<file path="src/rtl/bmp_pkg.sv">
`default_nettype none
`timescale 1ns/1ps
// ============================================================================
//  Module      : bmp_pkg
//  Description : Shared constants, header offsets and FSM state type for the
//                BMP loader with channel masking and its ROM/RAM models.
//  Revision    : 1.0 - initial release
// ============================================================================
package bmp_pkg;

  // ROM/RAM geometry shared with the memory models
  localparam int BYTE_WIDTH_DEF = 8;
  localparam int ADDR_WIDTH_DEF = 20;

  // BMP header byte offsets
  localparam int SIG0     = 0;
  localparam int SIG1     = 1;
  localparam int OFF_LO   = 10;
  localparam int W_LO     = 18;
  localparam int H_LO     = 22;
  localparam int BPP_LO   = 28;
  localparam int HDR_SIZE = 54;

  typedef enum logic [1:0] {
    ST_IDLE  = 2'd0,
    ST_COPY  = 2'd1,
    ST_DRAIN = 2'd2,
    ST_DONE  = 2'd3
  } state_t;

  // True when addr falls inside the 4-byte little-endian field starting at lo
  function automatic logic field_hit(input logic [31:0] addr, input logic [31:0] lo);
    return (addr >= lo) && (addr < lo + 32'd4);
  endfunction

endpackage
`default_nettype wire

</file>
<file path="src/rtl/bmp_loader_chmask_if.sv">
`default_nettype none
`timescale 1ns/1ps
// ============================================================================
//  Module      : bmp_loader_chmask_if
//  Description : ROM read / RAM write bus between the BMP loader (master) and
//                the image memories (slave).
//  Revision    : 1.0 - initial release
// ============================================================================
interface bmp_loader_chmask_if import bmp_pkg::*; #(
  parameter int BYTE_WIDTH = BYTE_WIDTH_DEF,
  parameter int ADDR_WIDTH = ADDR_WIDTH_DEF
);
  logic                  ROM_ren;
  logic [ADDR_WIDTH-1:0] ROM_addr;
  logic [BYTE_WIDTH-1:0] ROM_out;
  logic                  RAM_ren;
  logic                  RAM_wen;
  logic [BYTE_WIDTH-1:0] RAM_in;
  logic [ADDR_WIDTH-1:0] RAM_addr;

  modport master (
    output ROM_ren, ROM_addr, RAM_ren, RAM_wen, RAM_in, RAM_addr,
    input  ROM_out
  );

  modport slave (
    input  ROM_ren, ROM_addr, RAM_ren, RAM_wen, RAM_in, RAM_addr,
    output ROM_out
  );
endinterface
`default_nettype wire

</file>
<file path="src/rtl/bmp_hdr_parser.sv">
`default_nettype none
`timescale 1ns/1ps
// ============================================================================
//  Module      : bmp_hdr_parser
//  Description : Captures width, height and pixel offset from the byte stream
//                being written; optionally flags a bad signature / bpp.
//                Optional feature macro: BMP_HDR_CHECK_EN
//  Revision    : 1.0 - initial release
// ============================================================================
module bmp_hdr_parser import bmp_pkg::*; #(
  parameter int BYTE_WIDTH  = BYTE_WIDTH_DEF,
  parameter int ADDR_WIDTH  = ADDR_WIDTH_DEF,
  parameter int HDR_FIELD_W = 32
`ifdef BMP_HDR_CHECK_EN
  , parameter int CHANNELS  = 3
`endif
) (
  input  logic                   clk,
  input  logic                   rst_n,
  input  logic                   start,
  input  logic                   wr_en,
  input  logic [ADDR_WIDTH-1:0]  wr_addr,
  input  logic [BYTE_WIDTH-1:0]  wr_data,
  output logic [HDR_FIELD_W-1:0] img_width,
  output logic [HDR_FIELD_W-1:0] img_height,
  output logic [HDR_FIELD_W-1:0] pix_offset,
  output logic                   hdr_bad
);

  logic [HDR_FIELD_W-1:0] r_width;
  logic [HDR_FIELD_W-1:0] r_height;
  logic [HDR_FIELD_W-1:0] r_offset;
  logic [31:0]            w_addr32;

  assign w_addr32 = 32'(wr_addr);

  // Shift header bytes in from the top so the first (LSB) byte ends at bit 0
  always_ff @(posedge clk or negedge rst_n) begin
    if (!rst_n) begin
      r_width  <= '0;
      r_height <= '0;
      r_offset <= '0;
    end else if (start) begin
      r_width  <= '0;
      r_height <= '0;
      r_offset <= '0;
    end else if (wr_en) begin
      if (field_hit(w_addr32, 32'(OFF_LO)))
        r_offset <= {wr_data, r_offset[HDR_FIELD_W-1:BYTE_WIDTH]};
      if (field_hit(w_addr32, 32'(W_LO)))
        r_width <= {wr_data, r_width[HDR_FIELD_W-1:BYTE_WIDTH]};
      if (field_hit(w_addr32, 32'(H_LO)))
        r_height <= {wr_data, r_height[HDR_FIELD_W-1:BYTE_WIDTH]};
    end
  end

  assign img_width  = r_width;
  assign img_height = r_height;
  assign pix_offset = r_offset;

`ifdef BMP_HDR_CHECK_EN
  localparam logic [15:0] c_bpp = 16'(CHANNELS * 8);

  // Flag the byte currently being written if it breaks signature or bpp
  assign hdr_bad = wr_en && (
      ((wr_addr == ADDR_WIDTH'(SIG0))     && (wr_data != BYTE_WIDTH'(8'h42)))      ||
      ((wr_addr == ADDR_WIDTH'(SIG1))     && (wr_data != BYTE_WIDTH'(8'h4D)))      ||
      ((wr_addr == ADDR_WIDTH'(BPP_LO))   && (wr_data != BYTE_WIDTH'(c_bpp[7:0]))) ||
      ((wr_addr == ADDR_WIDTH'(BPP_LO+1)) && (wr_data != BYTE_WIDTH'(c_bpp[15:8]))));
`else
  assign hdr_bad = 1'b0;
`endif

endmodule
`default_nettype wire

</file>
<file path="src/rtl/bmp_loader_chmask.sv">
`default_nettype none
`timescale 1ns/1ps
// ============================================================================
//  Module      : bmp_loader_chmask
//  Description : Copies a BMP image from ROM to RAM at one byte per cycle,
//                exposing header fields and zeroing selected B/G/R channels
//                in the pixel region. Optional header check: BMP_HDR_CHECK_EN
//  Revision    : 1.0 - initial release
// ============================================================================
module bmp_loader_chmask import bmp_pkg::*; #(
  parameter int BYTE_WIDTH  = BYTE_WIDTH_DEF,
  parameter int ADDR_WIDTH  = ADDR_WIDTH_DEF,
  parameter int TOTAL_SIZE  = 786486,
  parameter int CHANNELS    = 3,
  parameter int HDR_FIELD_W = 32
) (
  input  logic                   clk,
  input  logic                   rst_n,
  input  logic                   in_valid,
  input  logic [CHANNELS-1:0]    ch_mask,
  bmp_loader_chmask_if.master    bus,
  output logic [HDR_FIELD_W-1:0] img_width,
  output logic [HDR_FIELD_W-1:0] img_height,
  output logic [HDR_FIELD_W-1:0] pix_offset,
  output logic                   error,
  output logic                   done
);

  localparam int                    c_cnt_w    = (CHANNELS > 1) ? $clog2(CHANNELS) : 1;
  localparam logic [ADDR_WIDTH-1:0] c_last     = ADDR_WIDTH'(TOTAL_SIZE - 1);
  // pix_offset is only trustworthy once all four of its bytes are in
  localparam logic [ADDR_WIDTH-1:0] c_pix_min  = ADDR_WIDTH'(OFF_LO + 4);
  localparam logic [c_cnt_w-1:0]    c_ch_last  = c_cnt_w'(CHANNELS - 1);

  state_t                r_state;
  logic                  r_rom_ren;
  logic [ADDR_WIDTH-1:0] r_rom_addr;
  logic                  r_wen;
  logic [ADDR_WIDTH-1:0] r_wr_addr;
  logic [CHANNELS-1:0]   r_mask;
  logic [c_cnt_w-1:0]    r_ch_cnt;
  logic                  r_done;
  logic                  r_error;

  logic                  w_start;
  logic                  w_hdr_bad;
  logic                  w_pix;
  logic                  w_zero;

  assign w_start = (r_state == ST_IDLE) && in_valid;
  assign w_pix   = r_wen && (r_wr_addr >= c_pix_min) &&
                   (HDR_FIELD_W'(r_wr_addr) >= pix_offset);
  assign w_zero  = w_pix && r_mask[r_ch_cnt];

  bmp_hdr_parser #(
    .BYTE_WIDTH  (BYTE_WIDTH),
    .ADDR_WIDTH  (ADDR_WIDTH),
    .HDR_FIELD_W (HDR_FIELD_W)
`ifdef BMP_HDR_CHECK_EN
    , .CHANNELS  (CHANNELS)
`endif
  ) u_hdr (
    .clk        (clk),
    .rst_n      (rst_n),
    .start      (w_start),
    .wr_en      (r_wen),
    .wr_addr    (r_wr_addr),
    .wr_data    (bus.ROM_out),
    .img_width  (img_width),
    .img_height (img_height),
    .pix_offset (pix_offset),
    .hdr_bad    (w_hdr_bad)
  );

  // Control FSM: issues ROM reads and sequences drain / done / error
  always_ff @(posedge clk or negedge rst_n) begin
    if (!rst_n) begin
      r_state    <= ST_IDLE;
      r_rom_ren  <= 1'b0;
      r_rom_addr <= '0;
      r_mask     <= '0;
      r_done     <= 1'b0;
      r_error    <= 1'b0;
    end else begin
      case (r_state)
        ST_IDLE: begin
          if (in_valid) begin
            r_state    <= ST_COPY;
            r_mask     <= ch_mask;
            r_rom_ren  <= 1'b1;
            r_rom_addr <= '0;
          end
        end
        ST_COPY: begin
          if (w_hdr_bad) begin
            r_error   <= 1'b1;
            r_rom_ren <= 1'b0;
            r_state   <= ST_DRAIN;
          end else if (r_rom_addr == c_last) begin
            r_rom_ren <= 1'b0;
            r_state   <= ST_DRAIN;
          end else begin
            r_rom_addr <= r_rom_addr + 1'b1;
          end
        end
        ST_DRAIN: begin
          if (w_hdr_bad)
            r_error <= 1'b1;
          // Wait until the final in-flight write has left the pipeline
          if (!r_wen) begin
            r_state <= ST_DONE;
            r_done  <= 1'b1;
          end
        end
        ST_DONE: begin
          if (!in_valid) begin
            r_state <= ST_IDLE;
            r_done  <= 1'b0;
            r_error <= 1'b0;
          end
        end
        default: r_state <= ST_IDLE;
      endcase
    end
  end

  // Write pipeline trails reads by one cycle; channel counter walks pixels
  always_ff @(posedge clk or negedge rst_n) begin
    if (!rst_n) begin
      r_wen     <= 1'b0;
      r_wr_addr <= '0;
      r_ch_cnt  <= '0;
    end else begin
      r_wen     <= r_rom_ren;
      r_wr_addr <= r_rom_addr;
      if (w_start)
        r_ch_cnt <= '0;
      else if (w_pix)
        r_ch_cnt <= (r_ch_cnt == c_ch_last) ? '0 : r_ch_cnt + 1'b1;
    end
  end

  assign bus.ROM_ren  = r_rom_ren;
  assign bus.ROM_addr = r_rom_addr;
  assign bus.RAM_ren  = 1'b0;
  assign bus.RAM_wen  = r_wen;
  assign bus.RAM_addr = r_wr_addr;
  assign bus.RAM_in   = (r_wen && !w_zero) ? bus.ROM_out : '0;
  assign done         = r_done;
  assign error        = r_error;

endmodule
`default_nettype wire

</file>
<file path="src/flat_wrapper.sv">
// flat-port wrapper written by rule: the top's interface ports become plain ports
module bmp_loader_chmask_flat import bmp_pkg::*;
#(
  parameter int BYTE_WIDTH  = BYTE_WIDTH_DEF,
  parameter int ADDR_WIDTH  = ADDR_WIDTH_DEF,
  parameter int TOTAL_SIZE  = 786486,
  parameter int CHANNELS    = 3,
  parameter int HDR_FIELD_W = 32
)
  (clk, rst_n, in_valid, ch_mask, img_width, img_height, pix_offset, error, done, bus_ROM_ren, bus_ROM_addr, bus_RAM_ren, bus_RAM_wen, bus_RAM_in, bus_RAM_addr, bus_ROM_out);
  bmp_loader_chmask_if #(.BYTE_WIDTH(BYTE_WIDTH), .ADDR_WIDTH(ADDR_WIDTH)) bus_i ();
  input  logic clk;
  input  logic rst_n;
  input  logic in_valid;
  input  logic [CHANNELS-1:0] ch_mask;
  output logic [HDR_FIELD_W-1:0] img_width;
  output logic [HDR_FIELD_W-1:0] img_height;
  output logic [HDR_FIELD_W-1:0] pix_offset;
  output logic error;
  output logic done;
  output wire logic [$bits(bus_i.ROM_ren)-1:0] bus_ROM_ren;
  output wire logic [$bits(bus_i.ROM_addr)-1:0] bus_ROM_addr;
  output wire logic [$bits(bus_i.RAM_ren)-1:0] bus_RAM_ren;
  output wire logic [$bits(bus_i.RAM_wen)-1:0] bus_RAM_wen;
  output wire logic [$bits(bus_i.RAM_in)-1:0] bus_RAM_in;
  output wire logic [$bits(bus_i.RAM_addr)-1:0] bus_RAM_addr;
  input wire logic [$bits(bus_i.ROM_out)-1:0] bus_ROM_out;
  assign bus_ROM_ren = bus_i.ROM_ren;
  assign bus_ROM_addr = bus_i.ROM_addr;
  assign bus_RAM_ren = bus_i.RAM_ren;
  assign bus_RAM_wen = bus_i.RAM_wen;
  assign bus_RAM_in = bus_i.RAM_in;
  assign bus_RAM_addr = bus_i.RAM_addr;
  assign bus_i.ROM_out = bus_ROM_out;
  bmp_loader_chmask #(.BYTE_WIDTH(BYTE_WIDTH), .ADDR_WIDTH(ADDR_WIDTH), .TOTAL_SIZE(TOTAL_SIZE), .CHANNELS(CHANNELS), .HDR_FIELD_W(HDR_FIELD_W)) u_core (.clk(clk), .rst_n(rst_n), .in_valid(in_valid), .ch_mask(ch_mask), .bus(bus_i), .img_width(img_width), .img_height(img_height), .pix_offset(pix_offset), .error(error), .done(done));
endmodule
</file>
<file path="config.mk">
export PLATFORM = sky130hd
export DESIGN_NAME = bmp_loader_chmask_flat
export DESIGN_NICKNAME = d
export VERILOG_FILES = /design/src/rtl/bmp_pkg.sv /design/src/rtl/bmp_loader_chmask_if.sv /design/src/rtl/bmp_hdr_parser.sv /design/src/rtl/bmp_loader_chmask.sv /design/src/flat_wrapper.sv
export SDC_FILE = /design/constraint.sdc
export NUM_CORES = 1
export LEC_CHECK = 0
export CORE_UTILIZATION = 51
export CTS_BUF_LIST = sky130_fd_sc_hd__clkbuf_2
export DETAILED_ROUTE_END_ITERATION = 8
export PLACE_DENSITY = 0.9
export SETUP_SLACK_MARGIN = 0.5
export SLEW_MARGIN = 0
export SYNTH_ARGS = -nofsm -noshare
export SYNTH_HDL_FRONTEND = slang
export SYNTH_SLANG_ARGS = --single-unit
</file>
<file path="constraint.sdc">
create_clock -name clk -period 3.15 [get_ports clk]
set_clock_uncertainty 0.05 [all_clocks]
set_input_delay 0.315 -clock clk [delete_from_list [all_inputs] [get_ports clk]]
set_output_delay 0.315 -clock clk [all_outputs]
set_load 0.005 [all_outputs]
</file>
==> out/qor.csv, run 1 <==
stage;metric;value;unit
synthesis;Post-synth EDFFs;0;
route;First DRT Iteration DRCs;596;
sta;final hold violation count;0;
worst_setup_path;critical path class;flop to output pin;
cts;clock root cell;clkbuf_2;
synthesis;Post-Syn Area per Cell;9.37;um^2
synthesis;Unique masters post-synth;49;
power;Psw;0.734;mW
sta;period utilization;1.14;
place;routability cong.;0.879;
worst_setup_path;CP max FO;3;
grt;GRT Total Usage;0.274;
sta;Final min period;3.59;ns
cts;TritonCTS clock tree;done;
synthesis;Yosys reg bits;146;
outcome;status;finished, violations left;
sta;post-route setup slack;-0.443;ns
sta;max-slew violation count;0;
power;pwr dens;324;nW/um^2
synthesis;Async SR Flop Fraction;1.00;
synthesis;most used flip-flop cell after synthesis;dfrtp_1;
synthesis;register area share after synthesis;0.555;
power;Sequential Power Share;0.663;
sta;Slew HR;0.488;
worst_setup_path;Crit path depth;11;
synthesis;most common cell in the netlist;nand2_1;
route;routed wire length;17800;um
synthesis;area fraction of the dominant cell type after synthesis;0.555;
route;drt first pass iters;5;
worst_setup_path;worst r2r dst;u_core.r_state[1];
route;Wirelength per Cell;16.8;um
worst_setup_path;CP Capture Type;output pin;
cts;Clock Tree Buf Depth;2;
sta;worst-margin pin slew;0.769;ns
cts;CTS clk-pin slew, worst paths;0.19;ns
worst_setup_path;reg2reg path depth;6;
route;via count;5876;
route;remaining antenna violation count;0;
synthesis;Ys Warns;0;
place;Post-DP HPWL;12500;um
worst_setup_path;Required @ worst endpoint;2.78;ns
cells_and_area;Design Area, Final;8750;um^2
route;Vias/cell;5.53;
floorplanning;I/O pin total;163;
cells_and_area;area occupied by multi-input gates;2730;um^2
place;DP Area;8430;um^2
cells_and_area;fillcell total;980;
power;Sw Share;0.259;
floorplanning;Placeable Area;12600;um^2
grt;vias in the first global route;5441;
cts;total number of H-tree levels;4;
synthesis;cells after synthesis;703;
power;Lkg Pwr;3.98;nW
route;Residual DRC;0;
floorplanning;Initial Utilization;0.522;
synthesis;Cell Area, Synth;6580;um^2
sta;Fmax;0.278;GHz
synthesis;Post-synth top cells;201 x nand2_1, 146 x dfrtp_1, 111 x a21oi_1, 32 x clkbuf_1, 32 x inv_1;
worst_setup_path;cell family with most CP delay;simple AND/OR/NAND/NOR gates;
worst_setup_path;Buf/Inv on CP;4;
cts;worst skew pair latency;0.72;ns
cts;CTS sink count;146;
cells_and_area;Nets;919;
worst_setup_path;CP Launch Type;flop;
worst_setup_path;Max stage delay cell, worst path;dfrtp_1;
worst_hold_path;Min-Delay Path Class;input port to flop;
sta;final setup fails;8;
cells_and_area;P&R area growth vs syn;32.8;%
sta;RSZ-0062 raised after global routing;yes;
worst_setup_path;Worst setup startpoint;u_core.u_hdr.pix_offset[0];
worst_setup_path;CP endpoint;bus_RAM_in[5];
place;quantity of I/O buffers inserted on ports;160;
worst_setup_path;CP most frequent cell;buf_6;
floorplanning;Die Y;116;um
power;maximum vdd drop;0.201;mV
worst_setup_path;worst-path cell chain;ha_1 > nand2b_4 > a2111oi_4 > nor3_2 > or4_4 > a211oi_2 > buf_4 > buf_6 > buf_6 > and2_4 > buf_6;
power;Clock Power Share;0.313;
grt;largest net degree at the start of global routing;85;
grt;global-route wire length before repair;27800;um
outcome;failing checks;setup timing;
worst_setup_path;FF-to-FF Start;u_core.bus.ROM_addr[14];
worst_setup_path;Critical Path Max Stage Delay;0.44;ns
cells_and_area;Layout Utilization;0.693;
worst_setup_path;flop2flop setup slack;0.59;ns
flow_run;MaxCap Viol Count;0;
cells_and_area;share of post-route cells with drive strength above 1;0.109;
grt;GR Overflow Total;0;
cells_and_area;n_diodes;0;
sta;final hold slack;0.0644;ns
cells_and_area;Sequential Area;3660;um^2
floorplanning;Die X-Extent;116;um
floorplanning;Row Count;41;
worst_setup_path;critical path arrival;3.23;ns
floorplanning;area of the die;13400;um^2
power;combinational power share;0.024;
cts;CTS buffer count;17;
worst_hold_path;hold depth;3;
synthesis;ranking of synthesized cells by area;dfrtp_1 55%, nand2_1 11%, a21oi_1 8.4%;
power;internal power;2.10;mW
grt;initial antenna violation count;0;
synthesis;cell taking the most area after synthesis;dfrtp_1;
area by class of cell:
cell class	instances	share of cell area
repair buffers	192	0.211
inverters	32	0.0137
clock inverters	13	0.0102
well taps	172	0.0246
clock buffers	18	0.0103
multi-input cells	490	0.312
flip-flops and latches	146	0.418
kinds of logic after synthesis:
group           after synthesis  share of synthesized area
other cells                   1                   0.000570
flops                       146                      0.555
fa+ha+maj                    26                     0.0494
xor+xnor                      3                    0.00399
buf+inv                      68                     0.0403
mux                           7                     0.0116
simple gates                293                      0.199
compound gates              159                      0.140
power groups by stage:
stage               clock [mW]  sequential, mW  combinational (mW)
floorplan                    0            1.91             0.00314
global placement             0            1.91              0.0682
detailed placement           0            1.91              0.0677
CTS                      0.895            1.88              0.0690
global route             0.985            1.88              0.0766
finish                   0.887            1.88              0.0668
through the flow:
stage | cells | power, mW | worst slack [ns] | setup TNS (ns)
after floorplan | 704 | 1.91 | 0.514 | 0
after global placement | 1022 | 1.98 | 0.00438 | 0
after detailed placement | 1022 | 1.98 | -0.0439 | -0.264
after CTS | 1061 | 2.84 | -0.549 | -4.09
after global routing | 1063 | 2.94 | -0.589 | -4.39
final | 1063 | 2.83 | -0.443 | -3.14
repair_timing:
item,in CTS,in global routing
pin swaps,8,6
buffers inserted,7,2
hold buffers,1,0
endpoints found under the setup margin,15,15
gates resized for setup,49,8
endpoints found under the hold margin,81,0
placed cells by master, fill, tap and decap left out, types with 6 or more instances in the layout:
cell	instances
ha_1	26
nor4_1	6
o21ai_0	18
or3_1	12
buf_4	28
nand2_1	201
nand3_1	8
inv_1	32
a22o_1	9
clkdlybuf4s50_1	151
buf_6	8
a21oi_1	111
dfrtp_1	141
nand4_1	8
nor3_1	8
clkbuf_2	18
nor2_1	12
flip-flops by register name, summed over array words and instances, names as in the netlist, 2 cells and up:
signal / count
u_core.bus.RAM_addr: 20
u_core.bus.ROM_addr: 20
u_core.r_ch_cnt: 2
u_core.r_mask: 3
u_core.r_state: 2
u_core.u_hdr.img_height: 32
u_core.u_hdr.img_width: 32
u_core.u_hdr.pix_offset: 32
how the worst min path moves through the flow:
| stage | from | endpoint | slack (ns) |
|---|---|---|---|
| floorplan | rst_n | u_core.bus.RAM_addr[0] | -0.03 |
| global placement | rst_n | u_core.u_hdr.img_height[6] | 0.37 |
| detailed placement | rst_n | u_core.u_hdr.img_height[4] | 0.36 |
| CTS | ch_mask[0] | u_core.r_mask[0] | 0.02 |
| global route | ch_mask[0] | u_core.r_mask[0] | 0.06 |
| finish | ch_mask[0] | u_core.r_mask[0] | 0.06 |
routing by layer:
layer	vias up	wire length, um	global-route usage
li1	2741	-	-
met1	2849	7340	0.352
met2	230	8870	0.451
met3	56	972	0.0513
met4	0	655	0.131
met5	-	0	0
worst reg2reg max path, cell delays in order, from the launching register on:
cell and delay [ns]:
dfrtp_2 0.46, or4_1 0.48, or4_4 0.45, o41ai_4 0.29
nand2_2 0.11, a221o_2 0.34, mux2_4 0.30
No activity file was read; power rests on OpenSTA's default activity.
==> run 2, diff against run 1 <==
--- a/config.mk
+++ b/config.mk
@@ -10,6 +10,7 @@
 export DETAILED_ROUTE_END_ITERATION = 8
 export PLACE_DENSITY = 0.9
 export SETUP_SLACK_MARGIN = 0.5
+export SKIP_LAST_GASP = 1
 export SLEW_MARGIN = 0
 export SYNTH_ARGS = -nofsm -noshare
 export SYNTH_HDL_FRONTEND = slang
==> results of run 2 <==
Same layout as run 1: the final DEF is identical, and so are final timing and power.
